--- config.mk ---
export PLATFORM = sky130hd
export DESIGN_NAME = chroma_demodulator
export DESIGN_NICKNAME = d
export VERILOG_FILES = /design/src/rtl/ntsc_pkg.sv /design/src/rtl/iq_scale_sat.sv /design/src/rtl/chroma_demodulator.sv
export SDC_FILE = /design/constraint.sdc
export NUM_CORES = 1
export LEC_CHECK = 0
export BUFFER_PORTS_ARGS = -buffer_cell sky130_fd_sc_hd__buf_2
export CORE_ASPECT_RATIO = 0.7
export CORE_MARGIN = 5
export CORE_UTILIZATION = 50
export CTS_BUF_LIST = sky130_fd_sc_hd__clkbuf_4
export CTS_CLUSTER_DIAMETER = 200
export DETAILED_ROUTE_END_ITERATION = 10
export PLACE_DENSITY = 0.63
export SLEW_MARGIN = 20
export SYNTH_ARGS = -nofsm -noshare
export SYNTH_HDL_FRONTEND = slang
export SYNTH_SLANG_ARGS = --single-unit
--- constraint.sdc ---
create_clock -name clk_master -period 6.95 [get_ports clk_master]
set_clock_uncertainty 0.1 [all_clocks]
set_input_delay 0 -clock clk_master [delete_from_list [all_inputs] [get_ports clk_master]]
set_output_delay 0 -clock clk_master [all_outputs]
set_load 0.005 [all_outputs]
--- src/rtl/ntsc_pkg.sv ---
// Shared NTSC chroma constants: the 6-point subcarrier tables used by both the
// modulator and demodulator so the two ends stay bit-identical.
package ntsc_pkg;

  localparam int SUBCARRIER_PHASES = 6;
  localparam int CHROMA_ZERO       = 128;

  localparam logic signed [7:0] COS_LUT [0:SUBCARRIER_PHASES-1] =
    '{8'sd127, 8'sd64, -8'sd64, -8'sd127, -8'sd64, 8'sd64};
  localparam logic signed [7:0] SIN_LUT [0:SUBCARRIER_PHASES-1] =
    '{8'sd0, 8'sd110, 8'sd110, 8'sd0, -8'sd110, -8'sd110};

  typedef struct packed {
    logic signed [8:0] cs;
    logic [2:0]        idx;
  } s1_t;

  // Carrier table index for a sample whose input lags carrier phase 0 by lag.
  function automatic logic [2:0] carrier_idx(input logic [2:0] ph, input int lag);
    int k;
    k = (int'(ph) + SUBCARRIER_PHASES - lag) % SUBCARRIER_PHASES;
    return k[2:0];
  endfunction

endpackage

--- src/rtl/iq_scale_sat.sv ---
// Scales one integrated colour-difference sum back to 8-bit offset-128,
// clamping to the signed 8-bit range first.
module iq_scale_sat #(
  parameter int SCALE_MUL = 43
) (
  input  logic signed [19:0] acc,
  output logic [7:0]         val,
  output logic               clamped
);
  logic signed [26:0] prod;
  logic signed [26:0] r;

  assign prod = 27'(acc) * 27'(SCALE_MUL);
  assign r    = prod >>> 14;

  always_comb begin
    val     = {~r[7], r[6:0]};
    clamped = 1'b0;
    if (r > 27'sd127) begin
      val     = 8'd255;
      clamped = 1'b1;
    end else if (r < -27'sd128) begin
      val     = 8'd0;
      clamped = 1'b1;
    end
  end
endmodule

--- src/rtl/chroma_demodulator.sv ---
// NTSC chroma I/Q demodulator: carrier multiply, integrate-and-dump over one
// subcarrier cycle, scale to offset-128. CHROMA_DEMOD_SAT_EN adds sat_flag.
module chroma_demodulator
  import ntsc_pkg::*;
#(
  parameter int PHASE_LAG = 2,
  parameter int SCALE_MUL = 43
) (
  input  logic       clk_master,
  input  logic       rst_n,
  input  logic [7:0] chroma_in,
  input  logic       hsync,
  output logic [7:0] i_out,
  output logic [7:0] q_out,
  output logic       iq_valid
`ifdef CHROMA_DEMOD_SAT_EN
  ,
  output logic       sat_flag
`endif
);
  logic [2:0]         phase;
  s1_t                s1;
  logic signed [16:0] pi, pq;
  logic signed [19:0] acc_i, acc_q;
  // Block-start / block-end tags travelling alongside the data.
  logic [2:1]         load_pipe;
  logic [3:1]         dump_pipe;
  logic [7:0]         i_val, q_val;
  logic               i_clamp, q_clamp;

  iq_scale_sat #(.SCALE_MUL(SCALE_MUL)) u_scale_i (.acc(acc_i), .val(i_val), .clamped(i_clamp));
  iq_scale_sat #(.SCALE_MUL(SCALE_MUL)) u_scale_q (.acc(acc_q), .val(q_val), .clamped(q_clamp));

  always_ff @(posedge clk_master) begin
    if (!rst_n) begin
      phase     <= '0;
      s1        <= '0;
      pi        <= '0;
      pq        <= '0;
      acc_i     <= '0;
      acc_q     <= '0;
      load_pipe <= '0;
      dump_pipe <= '0;
      i_out     <= 8'(CHROMA_ZERO);
      q_out     <= 8'(CHROMA_ZERO);
      iq_valid  <= 1'b0;
    end else begin
      phase <= (hsync || phase == 3'd5) ? 3'd0 : phase + 3'd1;

      s1.cs        <= {1'b0, chroma_in} - 9'(CHROMA_ZERO);
      s1.idx       <= carrier_idx(phase, PHASE_LAG);
      load_pipe[1] <= (phase == 3'd0);
      dump_pipe[1] <= (phase == 3'd5);

      pi           <= 17'($signed(s1.cs)) * 17'(COS_LUT[s1.idx]);
      pq           <= 17'($signed(s1.cs)) * 17'(SIN_LUT[s1.idx]);
      load_pipe[2] <= load_pipe[1];
      dump_pipe[2] <= dump_pipe[1];

      acc_i        <= load_pipe[2] ? 20'(pi) : acc_i + 20'(pi);
      acc_q        <= load_pipe[2] ? 20'(pq) : acc_q + 20'(pq);
      dump_pipe[3] <= dump_pipe[2];

      iq_valid <= dump_pipe[3];
      if (dump_pipe[3]) begin
        i_out <= i_val;
        q_out <= q_val;
      end
    end
  end

`ifdef CHROMA_DEMOD_SAT_EN
  // A clamp at the same edge as hsync wins so the event is never lost.
  always_ff @(posedge clk_master) begin
    if (!rst_n)
      sat_flag <= 1'b0;
    else if (dump_pipe[3] && (i_clamp || q_clamp))
      sat_flag <= 1'b1;
    else if (hsync)
      sat_flag <= 1'b0;
  end
`else
  logic unused_clamp;
  assign unused_clamp = i_clamp ^ q_clamp;
`endif

endmodule

## Yosys cells after proc, flatten, opt, wreduce, memory -nomap -nowiden

Memory sizes are Yosys's and may differ from the RTL's.
Cells that the tools add are included.

| storage, ports and cells | value |
|---|---|
| bits in registers | 111 |
| memory bits (read-only) | 128 |
| input bits | 11 |
| output and inout bits | 17 |
| word-level logic and storage cells | 48 |
| memories kept | 2 |

| operators by class | value |
|---|---|
| add/sub/neg operators | 6 |
| multipliers | 4 |
| div/mod/pow operators | 1 |
| $lt $le $gt $ge | 5 |
| equal/unequal tests | 1 |
| muxes and demuxes | 10 |
| bitwise gates (word level) | 4 |
| reductions and logical operators | 3 |

Memory list:

| name | depth | bits a word | rd ports | clocked after memory_dff | write ports | line | text |
|---|---|---|---|---|---|---|---|
| (name not given) | 8 | 8 | 1 | 0 | 0 | chroma_demodulator.sv:56 | `pq <= 17'($signed(s1.cs)) * 17'(SIN_LUT[s1.idx]);` |
| (name not given) | 8 | 8 | 1 | 0 | 0 | chroma_demodulator.sv:55 | `pi <= 17'($signed(s1.cs)) * 17'(COS_LUT[s1.idx]);` |

Operators by type and width:

| kind | count |
|---|---|
| two-way mux 8 bit | 8 |
| multiplier 20 x 7 -> 27 bit, second input constant | 2 |
| adder 20 x 17 -> 20 bit | 2 |
| two-way mux 20 bit | 2 |
| multiplier 9 x 8 -> 17 bit | 2 |
| modulo 32 x 4 -> 32 bit, second input constant | 1 |
| > comparator 13 x 8 -> 1 bit, second input constant | 2 |
| < comparator 13 x 8 -> 1 bit, second input constant | 2 |
| subtractor 8 x 8 -> 9 bit, second input constant | 1 |
| subtractor 4 x 2 -> 5 bit, second input constant | 1 |
| adder 3 x 3 -> 4 bit, second input constant | 1 |
| greater-or-equal comparator 4 bit, second input constant | 1 |
| inverter 3 -> 4 bit | 1 |
| adder 3 x 1 -> 3 bit, second input constant | 1 |
| equality test 3 bit, second input constant | 1 |
| zero test 3 bit | 1 |
| inverter 1 bit | 3 |
| OR reduction 2 bit | 1 |
| logical OR 1 bit | 1 |

## Depth between registers and ports, before layout

Gate-level depths: netlist of run 1.

| logic depth | value |
|---|---|
| depth after elaboration | 5 |
| mapped depth | 25 |
| depth with buffers taken out | 24 |

## Cells and area by module

From an unflattened synthesis of run 1, not the netlist that was laid out.

| unflattened totals | value |
|---|---|
| cells, all modules | 1703 |
| area total of the unflattened synthesis | 14950.6 µm² |

Modules (own cells, without submodules):

| module | times used | cells each | area an instance (µm²) | sequential area each (µm²) |
|---|---|---|---|---|
| chroma_demodulator | 1 | 1093 | 9556.7 | 2162.1 |
| iq_scale_sat (u_scale_i) | 1 | 325 | 2797.7 | 0.0 |
| iq_scale_sat (u_scale_q) | 1 | 285 | 2596.2 | 0.0 |

## Worst setup path before layout of run 1

Ideal clock, no wire load.

| path | value |
|---|---|
| path type | flip-flop to flip-flop |
| from | register s1[0] (netlist name) |
| to | register pq[16] |
| setup time | 115 ps |
| arrival time | 5170 ps |
| data required time | 6735 ps |
| setup slack | 1566 ps |
| stages on the path, launching flop included | 24 |
| path buffers | 0 |
| path through | dfxtp_1 inv_1 ha_1 nor2b_1 and2_1 inv_1 fa_1 inv_1 ha_1 fa_1 inv_1 fa_1 inv_1 ha_1 a21o_1 a21oi_1 o21bai_1 a21oi_1 o21bai_1 a21oi_1 o21ai_1 o41ai_1 xnor2_1 and2_1 |

| between the ends | value |
|---|---|
| longest elaborated chain between the ends | 5 |

RTL lines:

| item | line | text |
|---|---|---|
| start: declaration | chroma_demodulator.sv:22 | `s1_t s1;` |
| inverter 3 -> 4 bit (implied by the code) | chroma_demodulator.sv:56 |  |
| memory (8 x 8 bit) | -- |  |
| two-way mux 8 bit (implied by the code) (2 in a row) | chroma_demodulator.sv:56 |  |
| multiplier 9 x 8 -> 17 bit | chroma_demodulator.sv:56 |  |
| end signal: assignment | chroma_demodulator.sv:56 |  |
| end: declaration | chroma_demodulator.sv:23 | `logic signed [16:0] pi, pq;` |

Every way passes these cells. The select of a mux whose other input is x is not followed.
A chain may end at the register's enable or synchronous reset.

## Worst setup path in the final report of run 1

| path | value |
|---|---|
| from | register s1[2] (netlist name) |
| to | register pi[16] |

| between the ends | value |
|---|---|
| longest elaborated chain between the ends | 5 |

RTL lines:

| item | line |
|---|---|
| inverter 3 -> 4 bit (implied by the code) | chroma_demodulator.sv:55 |
| memory (8 x 8 bit) | -- |
| two-way mux 8 bit (implied by the code) (2 in a row) | chroma_demodulator.sv:55 |
| multiplier 9 x 8 -> 17 bit | chroma_demodulator.sv:55 |
| end signal: assignment | chroma_demodulator.sv:55 |
| end: declaration | chroma_demodulator.sv:23 |

Every way passes these cells. The select of a mux whose other input is x is not followed.

==> results of run 1 <==
[cells in the final DEF (no fill, tap or decap), types with 5 or more instances in the layout]
master and count:
o21ai_1 23, a211oi_1 5, nand2_1 82, a21boi_1 5
dfxtp_1 107, and3_1 6, or3_1 6, nor2b_1 23
nor2_1 39, inv_1 274, o21bai_1 10, mux2i_1 9
nor3_1 12, and2_1 94, nand2b_1 22, fa_1 160
xnor2_1 58, nand3_1 8, xor2_1 29, o21a_1 9
nand4_1 5, a21oi_1 63, buf_2 27, dlygate4sd3_1 16
a21o_1 15, a221o_1 7, o21ai_0 53, ha_1 230
clkbuf_4 9
[metrics by stage]
stage	cells	utilization [%]	hold WS (ps)	worst slack [ps]
finish	1864	54.1	96.1	753
floorplan	1462	-	-28.4	1570
detailed placement	1831	52.9	67.7	838
global placement	1831	52.9	64.8	1100
global route	1864	54.1	57.6	120
CTS	1863	54.1	51.4	791
[layer usage]
layer	share of wire (%)	GRT usage, %	up-vias	wire (µm)
met5	0	0	-	0
met4	0.63	2.72	0	158
met3	3.1	2.87	10	778
met2	39	26.2	105	9920
met1	57	27.4	4399	14400
li1	-	-	4823	-
[power by group]
group | internal [mW] | switching (mW) | leakage [nW]
combinational | 1.43 | 1.76 | 6.51
clock | 0.119 | 0.253 | 0.0854
sequential | 0.731 | 0.174 | 0.888
total | 2.28 | 2.19 | 7.48
[worst min-delay path, stage by stage]
cell and delay [ps]:
dlygate4sd3_1 520, buf_2 90, and2_1 100
[registers in the layout, indices dropped and copies added (netlist names), 8 cells and up]
| name | flops |
|---|---|
| acc_i | 20 |
| acc_q | 19 |
| pi | 17 |
| pq | 16 |
| s1 | 11 |
| i_out | 8 |
| q_out | 8 |
[logic make-up (layout without fill, tap and decap cells)]
kind of cell | after synthesis | after routing | share of synthesized area (%)
mux | 10 | 10 | 0.741
xor+xnor | 88 | 88 | 5.69
fa+ha+maj | 390 | 390 | 44.5
compound gates | 242 | 242 | 12.2
buf+inv | 302 | 339 | 8.31
other cells | 0 | 1 | 0
simple gates | 322 | 322 | 12.7
flops | 108 | 108 | 15.8
[repair_timing]
action                                  in CTS  in global routing
resized for setup                            0                  0
hold endpoints to repair                    42                  0
setup buffers                                0                  0
endpoints found under the setup margin       0                  0
hold buffers                                16                  0
[how the worst max path moves through the flow]
stage	slack, ps	cells after the start	endpoint
4_1_cts	790	18	pi[16]
6_report	750	18	pi[16]
2_1_floorplan	1570	23	pq[16]
3_3_place_gp	1100	18	pi[16]
5_1_grt	120	18	pi[16]
3_5_place_dp	840	18	pi[16]
[area by class of cell]
class	count	area [µm²]	area share (%)
clock buffers	9	67.6	0.466
diodes	1	2.50	0.0172
inverters	277	1040	7.17
well taps	364	455	3.14
repair buffers	46	318	2.19
clock inverters	7	87.6	0.604
multi-input cells	1052	10400	71.5
flip-flops and latches	108	2160	14.9
==> run_results.csv, run 1 <==
group,metric,value,unit
clock_network,htree_levels,3,
clock_network,cts_buffers,9,
pwr,irDropWorstVdd,194,µV
synthesis,synth_top_area_share,23.4,%
synthesis,ys.flop_type,"dfxtp_1",
critical_path,slowest_stage,"dfxtp_1",
routing,viasPerCell,5.01,
routing,num_vias,9337,
synthesis,async_flop_share,0,%
pwr,p_leak,7.48,nW
worst_hold_path,hold_class,"in2reg",
final_layout,fillCellCount,2448,
synthesis,syn_area,0.0137,mm²
critical_path,path_cells,"clkinv_1, mux2i_1, nand2b_1, fa_1, fa_1, inv_1, fa_1, fa_1, ha_1, o21ai_1, a21boi_1, o21ai_1, a21oi_1, o21ai_1, a21oi_1, a2111oi_0, o21ai_0, a21boi_1",
sta,finalSetupViolations,0,
sta,setup_tns,0,ps
critical_path,arrival,6560,ps
critical_path,path_delay_family,"adder cells",
global_route,overflow,0,
routing,wire_per_inst,13.6,µm
global_route,grt_max_degree,73,
synthesis,ys_seq_area_share,15.8,%
clock_network,clkLatencyLatePin,530,ps
synthesis,ys_warn_count,0,
die,core_area,0.0268,mm²
synthesis,netlist_instances,1462,
sta,hold_viol_final,0,
final_layout,design_area,0.0145,mm²
clock_network,root_buffer,"clkbuf_4",
critical_path,r2r.worst_path.cells,18,
routing,ant_nets,0,
place,placed_cell_area,0.0142,mm²
die,die_y,148,µm
global_route,grt_pass1_wl,45600,µm
final_layout,layout.nets,1895,
sta,fmax,161,MHz
clock_network,clk_pin_slew,190,ps
place,portBuffers,27,
global_route,grt_usage,17.6,%
status,status,"complete, no violations",
worst_hold_path,worstHoldStart,"chroma_in[4]",
routing,drt_iter0_drc,320,
clock_network,numClockSinks,108,
synthesis,yosysTopAreaCell,"fa_1",
critical_path,max_stage_delay,690,ps
synthesis,netlist_top_cells_area,"fa_1, ha_1, dfxtp_1, inv_1, and2_1",
routing,drt-pass1-iter-count,5,
clock_network,tritoncts,"built",
final_layout,drive_above_1_share,5.47,%
critical_path,worst-path-buf-inv,2,
die,ios,28,
critical_path,required,7310,ps
synthesis,synth.distinct_cells,79,
global_route,grt_pass1_vias,9539,
place,gp_congestion,0.837,
place,dpl.hpwl,21200,µm
worst_hold_path,hold_path_end,"s1[7]",
die,die_x,208,µm
critical_path,r2r_setup_slack,750,ps
die,initial_utilization,51.0,%
worst_hold_path,whs_path_depth,3,
synthesis,synthTopCellsByCount,"inv_1, ha_1, fa_1",
synthesis,synth_nets,1863,
critical_path,crit_type,"reg2reg",
sta,tightestPinTransition,804,ps
sta,period_minus_slack,6200,ps
sta,maxSlewViolCount,0,
critical_path,r2r_end,"pi[16]",
sta,rsz0062_at_grt,"false",
die,num_rows,50,
critical_path,r2r-start,"s1[2]",
critical_path,cp-end-kind,"flip-flop",
synthesis,avgSynthCellArea,9.35,µm²
synthesis,ys_ff_latch,108,
synthesis,synth_edf_count,0,
critical_path,start_kind,"flip-flop",
synthesis,yosysMostFrequentCell,"inv_1",
routing,drc,0,
critical_path,critical_path.most_common_cell,"fa_1",
pwr,powerDensity,308,mW/mm²
flow_run,cap_violations,0,
pwr,p_total,4.47,mW
sta,fin_crit_sh,89.2,%
routing,routed_wl,25300,µm
sta,maxSlewHeadroom,46.0,%
critical_path,crit_path_max_fanout,19,
final_layout,area_delta_synth_final,6.11,%
die,die_area,0.0308,mm²
clock_network,clk_path_buf_depth,2,
critical_path,crit_start,"s1[2]",
global_route,antenna_found_initial,1,
(Power assumes the default switching activity.)
==> run 2, diff against run 1 <==
--- a/config.mk
+++ b/config.mk
@@ -13,6 +13,7 @@
 export CTS_CLUSTER_DIAMETER = 200
 export DETAILED_ROUTE_END_ITERATION = 10
 export PLACE_DENSITY = 0.63
+export REMOVE_ABC_BUFFERS = 1
 export SLEW_MARGIN = 20
 export SYNTH_ARGS = -nofsm -noshare
 export SYNTH_HDL_FRONTEND = slang
==> run 2 against run 1 <==
Against the previous run: via count down 1.2%; critical endpoint unchanged; setup slack improved by 91 ps; sequential power about the same; critical path depth unchanged; combinational power barely moved.
==> run_results.csv, run 2 (same netlist as run 1, synthesis figures left out) <==
group,metric,value,unit
status,status,"complete, no violations",
place,dpl.hpwl,21300,µm
critical_path,critical_path.most_common_cell,"fa_1",
pwr,powerDensity,312,mW/mm²
global_route,grt_pass1_wl,44600,µm
sta,holdWs,76.6,ps
pwr,p_total,4.52,mW
final_layout,fillCellCount,2481,
routing,drc,0,
final_layout,mostFrequentLayoutCells,"inv_1, ha_1, fa_1, dfxtp_1, and2_1",
final_layout,drive_above_1_share,5.43,%
die,die_x,208,µm
clock_network,cts_resized,0,
place,portBuffers,27,
global_route,grt_max_degree,81,
clock_network,tritoncts,"built",
die,ios,28,
routing,viasPerCell,4.96,
global_route,grt_pass1_vias,9229,
critical_path,required,7320,ps
sta,maxSlewHeadroom,52.5,%
critical_path,path_cells,"clkinv_1, mux2i_1, nand2b_1, fa_1, fa_1, inv_1, fa_1, fa_1, ha_1, o21ai_1, a21boi_1, o21ai_1, a21oi_1, o21ai_1, a21oi_1, a2111oi_0, o21ai_0, a21boi_1",
die,die_area,0.0308,mm²
place,gp_congestion,0.849,
routing,ant_nets,0,
critical_path,cp-end-kind,"flip-flop",
clock_network,htree_levels,3,
critical_path,crit_type,"reg2reg",
sta,fin_crit_sh,87.9,%
die,die_y,148,µm
clock_network,cts_buffers,9,
critical_path,worst-path-buf-inv,2,
pwr,p_leak,7.46,nW
sta,tightestPinTransition,693,ps
critical_path,path_delay_family,"adder cells",
routing,num_vias,9227,
clock_network,root_buffer,"clkbuf_4",
critical_path,start_kind,"flip-flop",
sta,fmax,164,MHz
final_layout,area_delta_synth_final,5.74,%
final_layout,final_core_util,53.9,%
critical_path,slowest_stage,"dfxtp_1",
final_layout,layout.nets,1888,
flow_run,cap_violations,0,
final_layout,top_register,"acc_i",
critical_path,arrival,6480,ps
clock_network,numClockSinks,108,
sta,maxSlewViolCount,0,
final_layout,layout_commonest_cell,"inv_1",
die,initial_utilization,51.0,%
sta,rsz0062_at_grt,"false",
die,num_rows,50,
final_layout,largest_reg_flops,20,
routing,drt_iter0_drc,461,
worst_hold_path,hold_class,"in2reg",
global_route,grt_usage,17.2,%
die,core_area,0.0268,mm²
clock_network,clkLatencyLatePin,520,ps
critical_path,max_stage_delay,680,ps
critical_path,r2r.worst_path.cells,18,
routing,wire_per_inst,13.4,µm
critical_path,crit_cells,18,
routing,drt-pass1-iter-count,4,
worst_hold_path,whs_path_depth,3,
sta,hold_viol_final,0,
pwr,irDropWorstVdd,166,µV
sta,period_minus_slack,6110,ps
sta,finalSetupViolations,0,
clock_network,clk_path_buf_depth,2,
global_route,overflow,0,
critical_path,crit_path_max_fanout,19,
routing,routed_wl,25000,µm
sta,setup_tns,0,ps
global_route,antenna_found_initial,2,
clock_network,clk_pin_slew,180,ps
final_layout,top_regs,"acc_i (20), acc_q (19), pi (17)",
[run 2: power breakdown]
group / internal, mW / total (mW) / switching [mW]
sequential: 0.731 / 0.907 / 0.177
clock: 0.149 / 0.384 / 0.235
combinational: 1.44 / 3.22 / 1.78
[run 2: area by class of cell]
| class | instances | area [µm²] | area share (%) |
|---|---|---|---|
| Timing Repair Buffer | 39 | 250 | 1.73 |
| Inverter | 277 | 1040 | 7.19 |
| Sequential cell | 108 | 2160 | 15.0 |
| Tap cell | 364 | 455 | 3.15 |
| Clock inverter | 7 | 98.8 | 0.684 |
| Antenna cell | 3 | 7.51 | 0.0519 |
| Multi-Input combinational cell | 1052 | 10400 | 71.8 |
| Clock buffer | 9 | 67.6 | 0.467 |
[run 2: metal layers]
layer  vias to the layer above  wire (µm)  track usage, %
met5                         -          0               0
met1                      4319      14000            27.1
li1                       4801          -               -
met3                        10        765            2.76
met2                        97      10000            25.3
met4                         0        169            2.59
[run 2: worst paths after layout]
kind	startpoint	endpoint	slack (ps)
hold reg to reg	load_pipe[1]	load_pipe[2]	350
setup reg to reg	s1[2]	pi[16]	840
setup / recovery	s1[2]	pi[16]	840
hold / removal	chroma_in[7]	s1[10]	80
[run 2: what timing repair did]
item	4_1_cts	5_1_grt
hold endpoints to repair	33	0
hold buffers	10	0
setup buffers	0	0
[run 2: tightest hold or removal path, delay by kind of cell]
family | cells | cell delay, ps
buffers and inverters | 2 | 620
AND/OR/NAND/NOR | 1 | 30
[run 2: per-stage QoR]
step | setup slack, ps | instance area [µm²] | instances
2_1_floorplan | 1570 | 13600 | 1437
3_3_place_gp | 1160 | 14200 | 1830
3_5_place_dp | 891 | 14200 | 1830
4_1_cts | 853 | 14500 | 1856
5_1_grt | 276 | 14500 | 1859
6_report | 843 | 14500 | 1859
==> run 3, diff against run 2 <==
--- a/config.mk
+++ b/config.mk
@@ -9,7 +9,6 @@
 export CORE_ASPECT_RATIO = 0.7
 export CORE_MARGIN = 5
 export CORE_UTILIZATION = 50
-export CTS_BUF_LIST = sky130_fd_sc_hd__clkbuf_4
 export CTS_CLUSTER_DIAMETER = 200
 export DETAILED_ROUTE_END_ITERATION = 10
 export PLACE_DENSITY = 0.63
==> run 3 against run 2 <==
Against the previous run: first-iteration DRC count fell by 10%; register-to-register slack about the same; critical path depth unchanged; die area unchanged; core utilization rose by 0.56 points; cell count is 0.16% lower; sequential power is essentially flat; sequential share of layout area decreased by 0.15 points; fmax decreased by 0.22%; non-clock buffer count unchanged; count of clock-buffer cells in the layout stayed put; critical path type unchanged; highest routed layer unchanged.
==> run_results.csv, run 3 (same netlist as run 1, synthesis figures left out) <==
group,metric,value,unit
status,status,"complete, no violations",
global_route,grt_max_degree,81,
place,gp_congestion,0.849,
final_layout,layout_commonest_cell,"inv_1",
sta,fin_crit_sh,88.1,%
clock_network,numClockSinks,108,
clock_network,cts_buffers,9,
global_route,grt_pass1_wl,44700,µm
critical_path,crit_path_max_fanout,19,
routing,ant_nets,0,
sta,tightestPinTransition,711,ps
worst_hold_path,hold_class,"in2reg",
die,initial_utilization,51.0,%
sta,maxSlewViolCount,0,
critical_path,crit_type,"reg2reg",
pwr,p_leak,7.53,nW
sta,rsz0062_at_grt,"false",
sta,holdWs,235,ps
pwr,irDropWorstVdd,166,µV
routing,num_vias,9226,
clock_network,htree_levels,3,
place,dpl.hpwl,21300,µm
final_layout,multiInputGateArea,0.0104,mm²
pwr,switching_share,47.1,%
pwr,clock_power_share,12.3,%
routing,drt_iter0_drc,414,
final_layout,seq_area,0.00216,mm²
clock_network,clkLatencyLatePin,370,ps
sta,fmax,163,MHz
critical_path,required,7150,ps
place,portBuffers,27,
die,ios,28,
clock_network,tritoncts,"built",
global_route,overflow,0,
pwr,switching_power,2.22,mW
global_route,grt_usage,17.3,%
final_layout,mostFrequentLayoutCells,"inv_1, ha_1, fa_1, dfxtp_1, and2_1",
critical_path,arrival,6320,ps
final_layout,layout.nets,1888,
global_route,grt_pass1_vias,9238,
final_layout,largest_reg_flops,20,
routing,wire_per_inst,13.5,µm
critical_path,cp-endpoint,"pi[16]",
pwr,p_int,2.49,mW
routing,drc,0,
flow_run,cap_violations,0,
critical_path,r2r-start,"s1[2]",
die,core_area,0.0268,mm²
sta,maxSlewHeadroom,51.2,%
critical_path,cp-end-kind,"flip-flop",
routing,routed_wl,25000,µm
clock_network,post_cts_buffers,0,
critical_path,r2r.worst_path.cells,18,
final_layout,top_register,"acc_i",
sta,finalSetupViolations,0,
routing,drt-pass1-iter-count,5,
clock_network,clk_path_buf_depth,2,
critical_path,start_kind,"flip-flop",
worst_hold_path,worstHoldStart,"chroma_in[7]",
clock_network,root_buffer,"clkbuf_16",
final_layout,drive_above_1_share,5.43,%
global_route,antenna_found_initial,0,
sta,period_minus_slack,6120,ps
final_layout,area_delta_synth_final,6.83,%
die,die_y,148,µm
sta,hold_viol_final,0,
routing,viasPerCell,4.97,
final_layout,antenna_cells,0,
die,die_area,0.0308,mm²
critical_path,crit_start,"s1[2]",
pwr,powerDensity,322,mW/mm²
pwr,p_total,4.71,mW
critical_path,r2r_setup_slack,830,ps
pwr,seqPwrFrac,19.3,%
critical_path,r2r_end,"pi[16]",
pwr,comb_power_share,68.4,%
sta,setup_tns,0,ps
final_layout,top_regs,"acc_i (20), acc_q (19), pi (17)",
clock_network,clk_pin_slew,80,ps
final_layout,fillCellCount,2456,
die,num_rows,50,
die,die_x,208,µm
run 3: through the flow:
step                setup slack (ps)  std cells  util [%]  area, µm²
CTS                              853       1856      54.4      14600
floorplan                       1570       1437         -      13600
global placement                1160       1830      52.9      14200
detailed placement               891       1830      52.9      14200
finish                           830       1856      54.4      14600
global route                     285       1856      54.4      14600
run 3: power by group through the flow:
stage	registers [mW]	logic [mW]	clock network, mW
global route	0.927	3.78	0.624
global placement	0.920	3.17	0
floorplan	0.846	2.66	0
CTS	0.906	3.27	0.602
finish	0.907	3.22	0.579
detailed placement	0.921	3.24	0
run 3: cell type report:
class / instances / area share [%]
Timing Repair Buffer: 39 / 1.71
Clock inverter: 7 / 0.677
Clock buffer: 9 / 1.54
Inverter: 277 / 7.12
Multi-Input combinational cell: 1052 / 71.0
Sequential cell: 108 / 14.8
Tap cell: 364 / 3.12
run 3: per-layer routing:
layer  global-route usage [%]  share of wire (%)
met4                     2.89               0.80
met1                     27.1                 56
met5                        0                  0
met2                     25.3                 40
met3                     2.89                3.0
run 3: worst min-delay path by stage:
stage | end | slack (ps) | cells past startpoint
2_1_floorplan | q_out[7] | -40 | 1
3_3_place_gp | s1[10] | 60 | 2
3_5_place_dp | s1[10] | 60 | 2
4_1_cts | s1[10] | 200 | 3
5_1_grt | s1[10] | 260 | 3
6_report | s1[10] | 230 | 3
run 3: timing repair:
item,CTS,global route
hold buffers,10,0
endpoints found under the hold margin,13,0
gates resized for setup,0,0
run 3: critical path: stages, from the launching register on:
cell	delay, ps
dfxtp_1	650
clkinv_1	360
mux2i_1	640
nand2b_1	180
fa_1	530
fa_1	550
inv_1	50
fa_1	500
fa_1	490
ha_1	350
o21ai_1	130
a21boi_1	110
o21ai_1	170
a21oi_1	100
o21ai_1	200
a21oi_1	130
a2111oi_0	490
o21ai_0	170
a21boi_1	160
